`config.mk`:
```
export PLATFORM = sky130hd
export DESIGN_NAME = conv_requant_out
export DESIGN_NICKNAME = d
export VERILOG_FILES = /design/src/rtl/conv_requant_out.sv
export SDC_FILE = /design/constraint.sdc
export NUM_CORES = 1
export LEC_CHECK = 0
export BUFFER_PORTS_ARGS = -buffer_cell sky130_fd_sc_hd__buf_2
export CORE_MARGIN = 5
export CORE_UTILIZATION = 55
export DETAILED_ROUTE_END_ITERATION = 10
export PLACE_DENSITY = 0.73
export SYNTH_ARGS = -nofsm -noshare
export SYNTH_HDL_FRONTEND = slang
export SYNTH_SLANG_ARGS = --single-unit
```
`constraint.sdc`:
```
create_clock -name clk -period 3.65 [get_ports clk]
set_clock_uncertainty 0.1 [all_clocks]
set_input_delay 0.73 -clock clk [delete_from_list [all_inputs] [get_ports clk]]
set_output_delay 0.73 -clock clk [all_outputs]
set_load 0.05 [all_outputs]
```
`src/rtl/conv_requant_out.sv`:
```
`default_nettype none
// ============================================================================
// Module   : conv_requant_out
// Purpose  : Output stage of the 3x3 systolic convolution engine. Tracks the
//            raster position of the 32-bit signed result stream, drops the
//            warm-up border (row < 2 or col < 2), requantizes the kept results
//            to unsigned 8-bit (arithmetic shift + saturation) and buffers them
//            in a first-word fall-through FIFO with a valid/ready output.
// Options  : CONV_REQUANT_ROUND_EN - when defined, adds 2^(cfg_shift-1)
//            before the shift (round half up); otherwise plain floor shift.
// Revision : 1.0 - initial release
// ============================================================================
module conv_requant_out #(
    parameter int IMG_WIDTH  = 32,
    parameter int IMG_HEIGHT = 32,
    parameter int FIFO_DEPTH = 16
) (
    input  logic                          clk,
    input  logic                          rst_n,
    input  logic                          in_valid,
    input  logic [31:0]                   in_pixel,
    input  logic [4:0]                    cfg_shift,
    output logic                          out_valid,
    output logic [7:0]                    out_data,
    input  logic                          out_ready,
    output logic                          frame_done,
    output logic                          overflow,
    output logic [$clog2(FIFO_DEPTH):0]   level
);

    // ------------------------------------------------------------------------
    // Derived widths and constants
    // ------------------------------------------------------------------------
    localparam int c_COL_W = $clog2(IMG_WIDTH);
    localparam int c_ROW_W = $clog2(IMG_HEIGHT);
    localparam int c_PTR_W = $clog2(FIFO_DEPTH);
    localparam int c_LVL_W = c_PTR_W + 1;

    localparam logic [c_COL_W-1:0] c_COL_LAST = c_COL_W'(IMG_WIDTH - 1);
    localparam logic [c_ROW_W-1:0] c_ROW_LAST = c_ROW_W'(IMG_HEIGHT - 1);
    localparam logic [c_COL_W-1:0] c_COL_ONE  = c_COL_W'(1);
    localparam logic [c_ROW_W-1:0] c_ROW_ONE  = c_ROW_W'(1);
    localparam logic [c_COL_W-1:0] c_COL_KEEP = c_COL_W'(2);
    localparam logic [c_ROW_W-1:0] c_ROW_KEEP = c_ROW_W'(2);
    localparam logic [c_PTR_W-1:0] c_PTR_ONE  = c_PTR_W'(1);
    localparam logic [c_LVL_W-1:0] c_LVL_ONE  = c_LVL_W'(1);
    localparam logic [c_LVL_W-1:0] c_LVL_FULL = c_LVL_W'(FIFO_DEPTH);

    // ------------------------------------------------------------------------
    // Raster position
    // ------------------------------------------------------------------------
    logic [c_COL_W-1:0] r_col;
    logic [c_ROW_W-1:0] r_row;
    logic               w_col_last;
    logic               w_row_last;
    logic               w_keep;
    logic               w_last;

    assign w_col_last = (r_col == c_COL_LAST);
    assign w_row_last = (r_row == c_ROW_LAST);
    // The first two rows/cols are produced while the line buffer and the
    // systolic pipe are still filling, so they carry no valid convolution.
    assign w_keep     = in_valid && (r_row >= c_ROW_KEEP) && (r_col >= c_COL_KEEP);
    assign w_last     = in_valid && w_row_last && w_col_last;

    // Advance col on every accepted beat, row on col wrap, both wrap at frame end
    always_ff @(posedge clk) begin
        if (!rst_n) begin
            r_col <= '0;
            r_row <= '0;
        end else if (in_valid) begin
            if (w_col_last) begin
                r_col <= '0;
                r_row <= w_row_last ? '0 : (r_row + c_ROW_ONE);
            end else begin
                r_col <= r_col + c_COL_ONE;
            end
        end
    end

    // ------------------------------------------------------------------------
    // Stage S1: sign-extend, optional rounding, arithmetic shift
    // ------------------------------------------------------------------------
    // 33 bits so that adding the rounding term to 0x7FFFFFFF cannot wrap.
    logic signed [32:0] w_ext;
    logic signed [32:0] w_sum;
    logic signed [32:0] w_shifted;

    assign w_ext = {in_pixel[31], in_pixel};

`ifdef CONV_REQUANT_ROUND_EN
    logic signed [32:0] w_round;
    assign w_round = (cfg_shift == 5'd0) ? 33'sd0 : (33'sd1 <<< (cfg_shift - 5'd1));
    assign w_sum   = w_ext + w_round;
`else
    assign w_sum   = w_ext;
`endif

    assign w_shifted = w_sum >>> cfg_shift;

    logic signed [32:0] r_s1_val;
    logic               r_s1_keep;
    logic               r_s1_last;

    // Register the shifted value together with its keep and end-of-frame tags
    always_ff @(posedge clk) begin
        if (!rst_n) begin
            r_s1_val  <= '0;
            r_s1_keep <= 1'b0;
            r_s1_last <= 1'b0;
        end else begin
            r_s1_val  <= w_shifted;
            r_s1_keep <= w_keep;
            r_s1_last <= w_last;
        end
    end

    // ------------------------------------------------------------------------
    // Stage S2: saturate to the unsigned 8-bit pixel range
    // ------------------------------------------------------------------------
    logic [7:0] w_sat;

    // Clamp negatives to 0 and anything above 255 to 255
    always_comb begin
        w_sat = r_s1_val[7:0];
        if (r_s1_val[32]) begin
            w_sat = 8'd0;
        end else if (|r_s1_val[31:8]) begin
            w_sat = 8'hFF;
        end
    end

    logic [7:0] r_s2_data;
    logic       r_s2_keep;
    logic       r_s2_last;

    // Register the saturated pixel; it is offered to the FIFO next edge
    always_ff @(posedge clk) begin
        if (!rst_n) begin
            r_s2_data <= '0;
            r_s2_keep <= 1'b0;
            r_s2_last <= 1'b0;
        end else begin
            r_s2_data <= w_sat;
            r_s2_keep <= r_s1_keep;
            r_s2_last <= r_s1_last;
        end
    end

    // ------------------------------------------------------------------------
    // Output FIFO (first-word fall-through)
    // ------------------------------------------------------------------------
    logic [7:0]         r_mem [FIFO_DEPTH];
    logic [c_PTR_W-1:0] r_wr_ptr;
    logic [c_PTR_W-1:0] r_rd_ptr;
    logic [c_LVL_W-1:0] r_level;
    logic               r_overflow;
    logic               r_frame_done;
    logic               w_push;
    logic               w_pop;

    assign out_valid = (r_level != '0);
    assign out_data  = r_mem[r_rd_ptr];
    assign w_pop     = out_valid && out_ready;
    // A full FIFO still takes the pixel when the head leaves in the same cycle.
    assign w_push    = r_s2_keep && ((r_level != c_LVL_FULL) || w_pop);

    // Storage array: no reset needed, contents are qualified by the level
    always_ff @(posedge clk) begin
        if (w_push) begin
            r_mem[r_wr_ptr] <= r_s2_data;
        end
    end

    // Pointer and occupancy bookkeeping; pointers wrap modulo FIFO_DEPTH
    always_ff @(posedge clk) begin
        if (!rst_n) begin
            r_wr_ptr <= '0;
            r_rd_ptr <= '0;
            r_level  <= '0;
        end else begin
            if (w_push) begin
                r_wr_ptr <= r_wr_ptr + c_PTR_ONE;
            end
            if (w_pop) begin
                r_rd_ptr <= r_rd_ptr + c_PTR_ONE;
            end
            case ({w_push, w_pop})
                2'b10:   r_level <= r_level + c_LVL_ONE;
                2'b01:   r_level <= r_level - c_LVL_ONE;
                default: r_level <= r_level;
            endcase
        end
    end

    // Status: sticky drop flag and an end-of-frame pulse after the last beat
    always_ff @(posedge clk) begin
        if (!rst_n) begin
            r_overflow   <= 1'b0;
            r_frame_done <= 1'b0;
        end else begin
            if (r_s2_keep && !w_push) begin
                r_overflow <= 1'b1;
            end
            r_frame_done <= r_s2_last;
        end
    end

    assign overflow   = r_overflow;
    assign frame_done = r_frame_done;
    assign level      = r_level;

endmodule

`default_nettype wire

```
==> results of run 1 <==
==> kinds of logic (layout without fill, tap and decap cells) <==
family / count (synthesis) / in the layout / share of synthesized area (%)
DFF: 201 / 201 / 57.46
xor gates and xnor gates: 8 / 8 / 0.7589
and+or+nand+nor: 178 / 178 / 8.809
muxes: 109 / 109 / 19.49
adders and majority gates: 15 / 15 / 2.114
buffers and inverters: 55 / 115 / 2.602
AOI/OAI and AO/OA: 123 / 123 / 8.768
==> state kept, by name, indices dropped and copies added, names as in the netlist, named ones only <==
register,count
r_mem,128
r_s1_val,32
r_s2_data,8
level,5
r_col,5
r_row,5
r_rd_ptr,4
r_wr_ptr,4
frame_done,1
overflow,1
r_s1_keep,1
r_s1_last,1
r_s2_keep,1
r_s2_last,1
==> per-layer routing <==
| metal | vias up | wire [microns] |
|---|---|---|
| met2 | 192 | 10550 |
| met5 | - | 0 |
| met4 | 0 | 383 |
| met1 | 2934 | 7953 |
| li1 | 2752 | - |
| met3 | 35 | 1133 |
==> critical path, stage by stage, from the launching register on <==
cell     delay, ns
dfxtp_2       0.34
buf_12        0.26
mux4_2        0.58
mux4_2        0.49
buf_2         0.23
==> report_power, final <==
part	switching (mW)	leakage [nW]	total, mW	internal [mW]
clock	0.785	0.313	1.96	1.18
sequential	0.0379	1.67	2.50	2.46
combinational	0.203	1.60	0.344	0.141
total	1.03	3.58	4.80	3.78
==> metrics by stage <==
| step | hold WS, ns | cell area, sq um | cells | utilization, % | worst slack (ns) |
|---|---|---|---|---|---|
| after floorplan | 0.3119 | 9233 | 689 | - | 0.7209 |
| after global placement | 0.3169 | 9697 | 934 | 58.68 | 0.7997 |
| after detailed placement | 0.3256 | 9697 | 934 | 58.68 | 0.7496 |
| after CTS | 0.3400 | 10330 | 969 | 62.54 | 0.3707 |
| after global routing | 0.3587 | 10330 | 969 | 62.54 | 0.3240 |
| final | 0.3352 | 10330 | 969 | 62.54 | 0.4215 |
==> layout make-up <==
class,instances,area share (%)
clock buffers,28,5.630
inverters,12,0.4359
repair buffers,68,3.705
multi-input cells,433,35.68
flip-flops and latches,201,51.35
well taps,220,2.664
clock inverters,7,0.5328
==> synthesized netlist by cell type (2+ instances only) <==
library cell and instances:
mux2i_1 32, buf_2 12, a311oi_1 2, nand2_1 45, nor4_1 8, xor2_1 3, nand3_1 9, nand2b_1 8
buf_1 6, inv_1 12, o21ai_0 30, buf_4 3, mux4_2 54, nor2b_1 3, nor2_1 72, a211oi_1 7
a21boi_0 4, and3_1 5, dfxtp_1 73, a21o_1 4, o21a_1 11, a21oi_1 17, clkbuf_1 21, o211a_1 2
o211ai_1 6, mux2_2 22, o22ai_1 18, nor3_1 11, nand4_1 2, edfxtp_1 128, a2111oi_0 2, a221oi_1 5
xnor2_1 5, ha_1 14, and2_1 6, a31oi_1 5
==> path summary, 6_finish.rpt <==
path	start	end	slack (ns)	cells after the start
setup / recovery	flip-flop	out_data[3]	0.42	4
hold / removal	r_s1_keep$_SDFF_PN0_	r_s2_keep$_SDFF_PN0_	0.34	1
setup reg to reg	level[0]$_SDFFE_PN0P_	level[4]$_SDFFE_PN0P_	0.72	8
hold reg to reg	r_s1_keep$_SDFF_PN0_	r_s2_keep$_SDFF_PN0_	0.34	1
==> impl_metrics.py, run 1 <==
metrics = {
    "floorplanning": {
        "dieArea_sq_mm": 0.01948,
        "start_util_pct": 55.87,
        "std_cell_rows": 47,
        "core_sq_mm": 0.01652,
        "fp.dieW_microns": 139.6,
        "die_h_microns": 139.6,
        "ioPinCount": 57,
    },
    "sta": {
        "hold_viol_final": 0,
        "worst_slew_pin_slew_ns": 0.8477,
        "fin_crit_ns": 3.229,
        "slew_viol_final": 0,
        "fmax_mhz": 309.7,
        "finalSetupTns_ns": 0,
        "maxSlewHeadroom_pct": 43.28,
        "setup_violations": 0,
        "rsz0062_at_grt": "false",
        "fin_crit_sh_pct": 88.45,
    },
    "run": {
        "cap_viol_max_count": 0,
    },
    "grt": {
        "grt_usage_pct": 20.59,
        "use_met1_pct": 27.01,
        "grt_pass1_wl_mm": 32.49,
        "grtUsageMet2_pct": 36.82,
        "grt_overflow": 0,
        "grt_pass1_vias": 6072,
        "top_usage_layer": "met2",
        "grt_max_degree": 37,
        "use_met3_pct": 2.779,
        "grt_antenna_before_repair": 0,
    },
    "placement": {
        "io_buffers": 56,
        "hpwl_mm": 14.05,
        "gp_congestion": 0.9475,
    },
    "layout": {
        "area_growth_pct": 11.93,
        "drive_gt1_share_pct": 23.77,
        "final_common_cell": "edfxtp_1",
        "diodes": 0,
        "multiInputGateArea_sq_mm": 0.003687,
        "final.fill_count": 1250,
        "nets": 792,
        "regArea_sq_mm": 0.005306,
        "final_cell_mix": "128 x edfxtp_1, 72 x nor2_1, 72 x dfxtp_1",
    },
    "clocking": {
        "cts_num_sinks": 201,
        "clockBufferDepth": 3,
        "numCtsBuffers": 20,
        "hold_buffers": 0,
        "clock_latency_ns": 0.48,
        "cts_max_level": 1,
        "cts_root_buf": "clkbuf_16",
        "post_cts_resized": 0,
        "cts_tree": "done",
        "clkTransAtPathRegs_ns": 0.06,
        "cts_setup_buffers": 0,
    },
    "synthesis": {
        "synth-main-ff-cell": "edfxtp_1",
        "netlist-cell-type-count": 58,
        "synth_top_area_share_pct": 41.63,
        "synthTopCellsByArea": "edfxtp_1 42%, dfxtp_1 16%, mux4_2 13%",
        "synth_warnings": 0,
        "synth-seq-area-share_pct": 57.46,
        "ys_ff_latch": 201,
        "netlist.top_cell.by_area": "edfxtp_1",
        "synth-edff-count": 128,
        "netlist_area_sq_mm": 0.009233,
        "synth_nets": 745,
        "synthArstFlopShare_pct": 0,
        "syn_area_per_cell_sq_um": 13.40,
        "netlist_instances": 689,
    },
    "critical_path": {
        "crit_path_start_kind": "flip-flop",
        "cp-end-kind": "output port",
        "required_ns": 2.82,
        "path_class": "reg -> out",
        "critical_path.max_fanout": 32,
        "arrival_ns": 2.40,
    },
    "pwr": {
        "p_leak_nw": 3.583,
        "vdd_drop_max_mv": 0.3122,
        "power_density_mw_per_mm2": 464.8,
        "total_power_mw": 4.804,
    },
    "route": {
        "drc": 0,
        "wl_per_cell_microns": 20.66,
        "ant_nets": 0,
        "drt-pass1-iter-count": 6,
        "drtIter0Drc": 639,
        "vias": 5913,
        "vias_per_cell": 6.102,
        "drt-total-wl_mm": 20.02,
    },
    "run_status": {
        "status": "completed",
    },
    "hold_path": {
        "hold_path_class": "reg -> reg",
    },
}
No activity file was read; power rests on OpenSTA's default activity.
==> inputs of run 2 (changes only) <==
--- a/config.mk
+++ b/config.mk
@@ -6,10 +6,12 @@
 export NUM_CORES = 1
 export LEC_CHECK = 0
 export BUFFER_PORTS_ARGS = -buffer_cell sky130_fd_sc_hd__buf_2
+export CELL_PAD_IN_SITES_DETAIL_PLACEMENT = 0
+export CELL_PAD_IN_SITES_GLOBAL_PLACEMENT = 1
 export CORE_MARGIN = 5
-export CORE_UTILIZATION = 55
+export CORE_UTILIZATION = 50
 export DETAILED_ROUTE_END_ITERATION = 10
-export PLACE_DENSITY = 0.73
+export PLACE_DENSITY_LB_ADDON = 0.1
 export SYNTH_ARGS = -nofsm -noshare
 export SYNTH_HDL_FRONTEND = slang
 export SYNTH_SLANG_ARGS = --single-unit
==> impl_metrics.py, run 2 (synthesis gave the netlist of run 1 again) <==
metrics = {
    "run_status": {
        "status": "completed",
    },
    "grt": {
        "grt_usage_pct": 18.89,
        "grt_antenna_before_repair": 0,
        "grt_pass1_wl_mm": 32.80,
        "grt_max_degree": 33,
        "grt_pass1_vias": 5984,
        "grt_overflow": 0,
    },
    "floorplanning": {
        "core_sq_mm": 0.01809,
        "die_h_microns": 145.9,
        "fp.dieW_microns": 145.9,
        "std_cell_rows": 49,
        "ioPinCount": 57,
        "start_util_pct": 51.05,
        "dieArea_sq_mm": 0.02128,
    },
    "sta": {
        "fin_crit_ns": 3.240,
        "setup_violations": 0,
        "maxSlewHeadroom_pct": 33.34,
        "slew_viol_final": 0,
        "postLayoutSetupSlackWorst_ns": 0.4095,
        "hold_slack_ns": 0.3281,
        "fin_crit_sh_pct": 88.78,
        "fmax_mhz": 308.6,
        "finalSetupTns_ns": 0,
        "rsz0062_at_grt": "false",
        "hold_viol_final": 0,
        "worst_slew_pin_slew_ns": 0.9962,
    },
    "clocking": {
        "cts_max_level": 1,
        "cts_root_buf": "clkbuf_16",
        "post_cts_resized": 0,
        "cts_tree": "done",
        "clock_latency_ns": 0.50,
        "clockBufferDepth": 3,
        "hold_buffers": 0,
        "cts_num_sinks": 201,
        "cts_setup_buffers": 0,
        "clkTransAtPathRegs_ns": 0.06,
        "numCtsBuffers": 22,
    },
    "layout": {
        "regMostFlops": "r_mem",
        "final_cell_mix": "128 x edfxtp_1, 72 x nor2_1, 72 x dfxtp_1",
        "nets": 801,
        "largestRegisters": "r_mem x128, r_s1_val x32, r_s2_data x8",
        "drive_gt1_share_pct": 24.84,
        "diodes": 0,
        "area_growth_pct": 14.07,
        "final_common_cell": "edfxtp_1",
        "stdcell_area_sq_mm": 0.01053,
        "largest_reg_flops": 128,
        "final.fill_count": 1448,
    },
    "placement": {
        "hpwl_mm": 14.40,
        "io_buffers": 56,
        "detailedPlace.worstSlack_ns": 0.7259,
        "gp_congestion": 0.8897,
        "placed_area_sq_mm": 0.009761,
    },
    "route": {
        "vias_per_cell": 5.915,
        "vias": 5856,
        "drt-pass1-iter-count": 5,
        "wl_per_cell_microns": 20.52,
        "drc": 0,
        "drtIter0Drc": 532,
        "ant_nets": 0,
        "drt-total-wl_mm": 20.32,
    },
    "critical_path": {
        "cp_slowest_cell": "mux4_2",
        "timing.critical_path.mode_cell": "mux4_2",
        "critical_path.max_fanout": 32,
        "path_class": "reg -> out",
        "cpPeakStageDelay_ns": 0.56,
        "path_cells": "buf_12 > mux4_2 > mux4_2 > buf_2",
        "cp_num_buf_inv": 2,
        "crit_family": "multiplexers",
        "arrival_ns": 2.41,
        "cp-end-kind": "output port",
        "crit_path_start_kind": "flip-flop",
        "required_ns": 2.82,
    },
    "pwr": {
        "vdd_drop_max_mv": 0.3802,
        "power_density_mw_per_mm2": 489.8,
        "total_power_mw": 5.158,
        "p_leak_nw": 3.670,
    },
    "hold_path": {
        "hold_path_class": "reg -> reg",
    },
    "run": {
        "cap_viol_max_count": 0,
    },
}
[run 2: cell count changes in the layout (fill, tap and decap cells not counted), sizes merged]
cell      delta
clkbuf       -1
buf          +7
bufinv       +4
clkinvlp     +2
[run 2: path summary, 6_finish.rpt]
kind                          from               endpoint  slack, ns  cells past startpoint
max reg2reg  level[0]$_SDFFE_PN0P_  level[4]$_SDFFE_PN0P_       0.71                      8
max                      flip-flop            out_data[6]       0.41                      4
min           r_s1_keep$_SDFF_PN0_   r_s2_keep$_SDFF_PN0_       0.33                      1
min reg2reg   r_s1_keep$_SDFF_PN0_   r_s2_keep$_SDFF_PN0_       0.33                      1
[run 2: area by class of cell]
| cell class | count | area (sq um) | area share, % |
|---|---|---|---|
| Clock buffer | 27 | 569.3 | 5.406 |
| Tap cell | 229 | 286.5 | 2.721 |
| Clock inverter | 13 | 201.4 | 1.913 |
| Sequential cell | 201 | 5306 | 50.39 |
| Multi-Input combinational cell | 433 | 3687 | 35.01 |
| Inverter | 12 | 45.04 | 0.4277 |
| Timing Repair Buffer | 75 | 435.4 | 4.134 |
[run 2: routing by layer]
metal  up-vias  global-route usage, %  wire, microns  part of all wire (%)
met3        41                  2.523            882                   4.3
met1      2863                  25.70           8707                    43
met5         -                      0              0                     0
met4         0                  4.701            527                   2.6
met2       181                  32.36          10200                    50
li1       2771                      -              -                     -
[run 2: through the flow]
stage          utilization, %  cells
2_1_floorplan               -    689
3_3_place_gp            53.97    950
3_5_place_dp            53.97    950
4_1_cts                 58.23    990
5_1_grt                 58.23    990
6_report                58.23    990
[run 2: report_power, final]
part / total, mW / switching, mW / internal [mW]
combinational: 0.352 / 0.206 / 0.145
clock: 2.31 / 0.842 / 1.47
sequential: 2.50 / 0.0381 / 2.46
==> inputs of run 3 (changes only) <==
--- a/config.mk
+++ b/config.mk
@@ -8,7 +8,7 @@
 export BUFFER_PORTS_ARGS = -buffer_cell sky130_fd_sc_hd__buf_2
 export CELL_PAD_IN_SITES_DETAIL_PLACEMENT = 0
 export CELL_PAD_IN_SITES_GLOBAL_PLACEMENT = 1
-export CORE_MARGIN = 5
+export CORE_MARGIN = 3
 export CORE_UTILIZATION = 50
 export DETAILED_ROUTE_END_ITERATION = 10
 export PLACE_DENSITY_LB_ADDON = 0.1
==> impl_metrics.py, run 3 (synthesis gave the netlist of run 1 again) <==
metrics = {
    "pwr": {
        "power.share.clock_pct": 41.7,
        "p_leak_nw": 3.647,
        "switching_share_pct": 21.79,
        "switchingPower_mw": 1.065,
        "power.share.combinational_pct": 7.2,
        "seq_power_share_pct": 51.1,
        "p_int_mw": 3.823,
        "vdd_drop_max_mv": 0.2931,
        "power_density_mw_per_mm2": 467.7,
    },
    "route": {
        "wl_met2_mm": 10.43,
        "drt-total-wl_mm": 20.06,
        "ant_nets": 0,
        "wl_met1_mm": 8.565,
        "met3_length_microns": 718,
        "vias": 5853,
        "top_layer_used": "met4",
        "wl_per_cell_microns": 20.27,
        "drc": 0,
        "vias_per_cell": 5.912,
        "drtIter0Drc": 432,
        "drt-pass1-iter-count": 4,
    },
    "floorplanning": {
        "core_sq_mm": 0.01802,
        "die_h_microns": 141.9,
        "fp.dieW_microns": 141.9,
        "start_util_pct": 51.22,
        "ioPinCount": 57,
        "dieArea_sq_mm": 0.02013,
        "std_cell_rows": 49,
    },
    "hold_path": {
        "hold_path_class": "reg -> reg",
    },
    "clocking": {
        "cts_root_buf": "clkbuf_16",
        "numCtsBuffers": 22,
        "cts_setup_buffers": 0,
        "hold_buffers": 0,
        "cts_num_sinks": 201,
        "cts_tree": "done",
        "post_cts_resized": 0,
        "clock_latency_ns": 0.48,
        "clkTransAtPathRegs_ns": 0.06,
        "cts_max_level": 1,
        "clockBufferDepth": 3,
    },
    "critical_path": {
        "required_ns": 2.82,
        "crit_path_start_kind": "flip-flop",
        "critical_path.max_fanout": 32,
        "cp-end-kind": "output port",
        "path_class": "reg -> out",
        "arrival_ns": 2.39,
    },
    "placement": {
        "gp_congestion": 0.8883,
        "io_buffers": 56,
        "hpwl_mm": 14.23,
    },
    "grt": {
        "grt_pass1_vias": 5887,
        "grt_antenna_before_repair": 0,
        "grt_pass1_wl_mm": 31.77,
        "grt_max_degree": 33,
        "grt_overflow": 0,
        "grt_usage_pct": 19.88,
    },
    "sta": {
        "fin_crit_sh_pct": 88.31,
        "worst_slew_pin_slew_ns": 0.8399,
        "hold_viol_final": 0,
        "maxSlewHeadroom_pct": 43.80,
        "finalSetupTns_ns": 0,
        "fmax_mhz": 310.2,
        "setup_violations": 0,
        "rsz0062_at_grt": "false",
        "fin_crit_ns": 3.223,
        "hold_slack_ns": 0.3322,
        "slew_viol_final": 0,
    },
    "layout": {
        "drive_gt1_share_pct": 25.23,
        "diodes": 0,
        "largest_reg_flops": 128,
        "largestRegisters": "r_mem x128, r_s1_val x32, r_s2_data x8",
        "regMostFlops": "r_mem",
        "nets": 803,
        "final_common_cell": "edfxtp_1",
        "final_cell_mix": "128 x edfxtp_1, 72 x nor2_1, 72 x dfxtp_1",
        "area_growth_pct": 13.21,
    },
    "run": {
        "cap_viol_max_count": 0,
    },
    "run_status": {
        "status": "completed",
    },
}
-- run 3: routing by layer --
layer	vias up	GRT usage, %
met5	-	0
met4	0	4.495
met3	29	2.393
met2	126	35.10
met1	2922	26.55
li1	2776	-
-- run 3: worst paths after layout --
path | slack (ns) | depth (start not counted) | startpoint | to
worst max-delay path | 0.43 | 4 | flip-flop | out_data[3]
worst min-delay path | 0.33 | 1 | r_s1_keep$_SDFF_PN0_ | r_s2_keep$_SDFF_PN0_
worst max register to register | 0.74 | 8 | level[0]$_SDFFE_PN0P_ | level[4]$_SDFFE_PN0P_
worst min register to register | 0.33 | 1 | r_s1_keep$_SDFF_PN0_ | r_s2_keep$_SDFF_PN0_
-- run 3: cell type report --
type | instances | area, sq um
inverters | 12 | 45.04
fillers | 1472 | 7572
clock buffers | 26 | 586.8
repair buffers | 77 | 450.4
well taps | 229 | 286.5
clock inverters | 12 | 90.09
flip-flops and latches | 201 | 5306
multi-input cells | 433 | 3687
-- run 3: power groups by stage --
stage | sequential [mW] | combinational, mW | clock [mW]
floorplan | 2.53 | 0.239 | 0
global placement | 2.54 | 0.345 | 0
detailed placement | 2.55 | 0.347 | 0
CTS | 2.50 | 0.350 | 2.09
global route | 2.50 | 0.381 | 2.19
finish | 2.50 | 0.353 | 2.04
-- run 3: per-stage QoR --
stage	std cells	cell area [sq um]	utilization (%)	setup WS (ns)	total power, mW
after global placement	952	9776	54.23	0.7997	2.885
after floorplan	689	9233	-	0.7209	2.769
after CTS	990	10450	57.99	0.3765	4.936
final	990	10450	57.99	0.4266	4.888
after global routing	990	10450	57.99	0.3184	5.076
after detailed placement	952	9776	54.23	0.7450	2.892
-- run 3: critical path: stages, from the launching register on --
cell	delay, ns
dfxtp_2	0.34
buf_12	0.26
mux4_2	0.57
mux4_2	0.49
buf_2	0.23
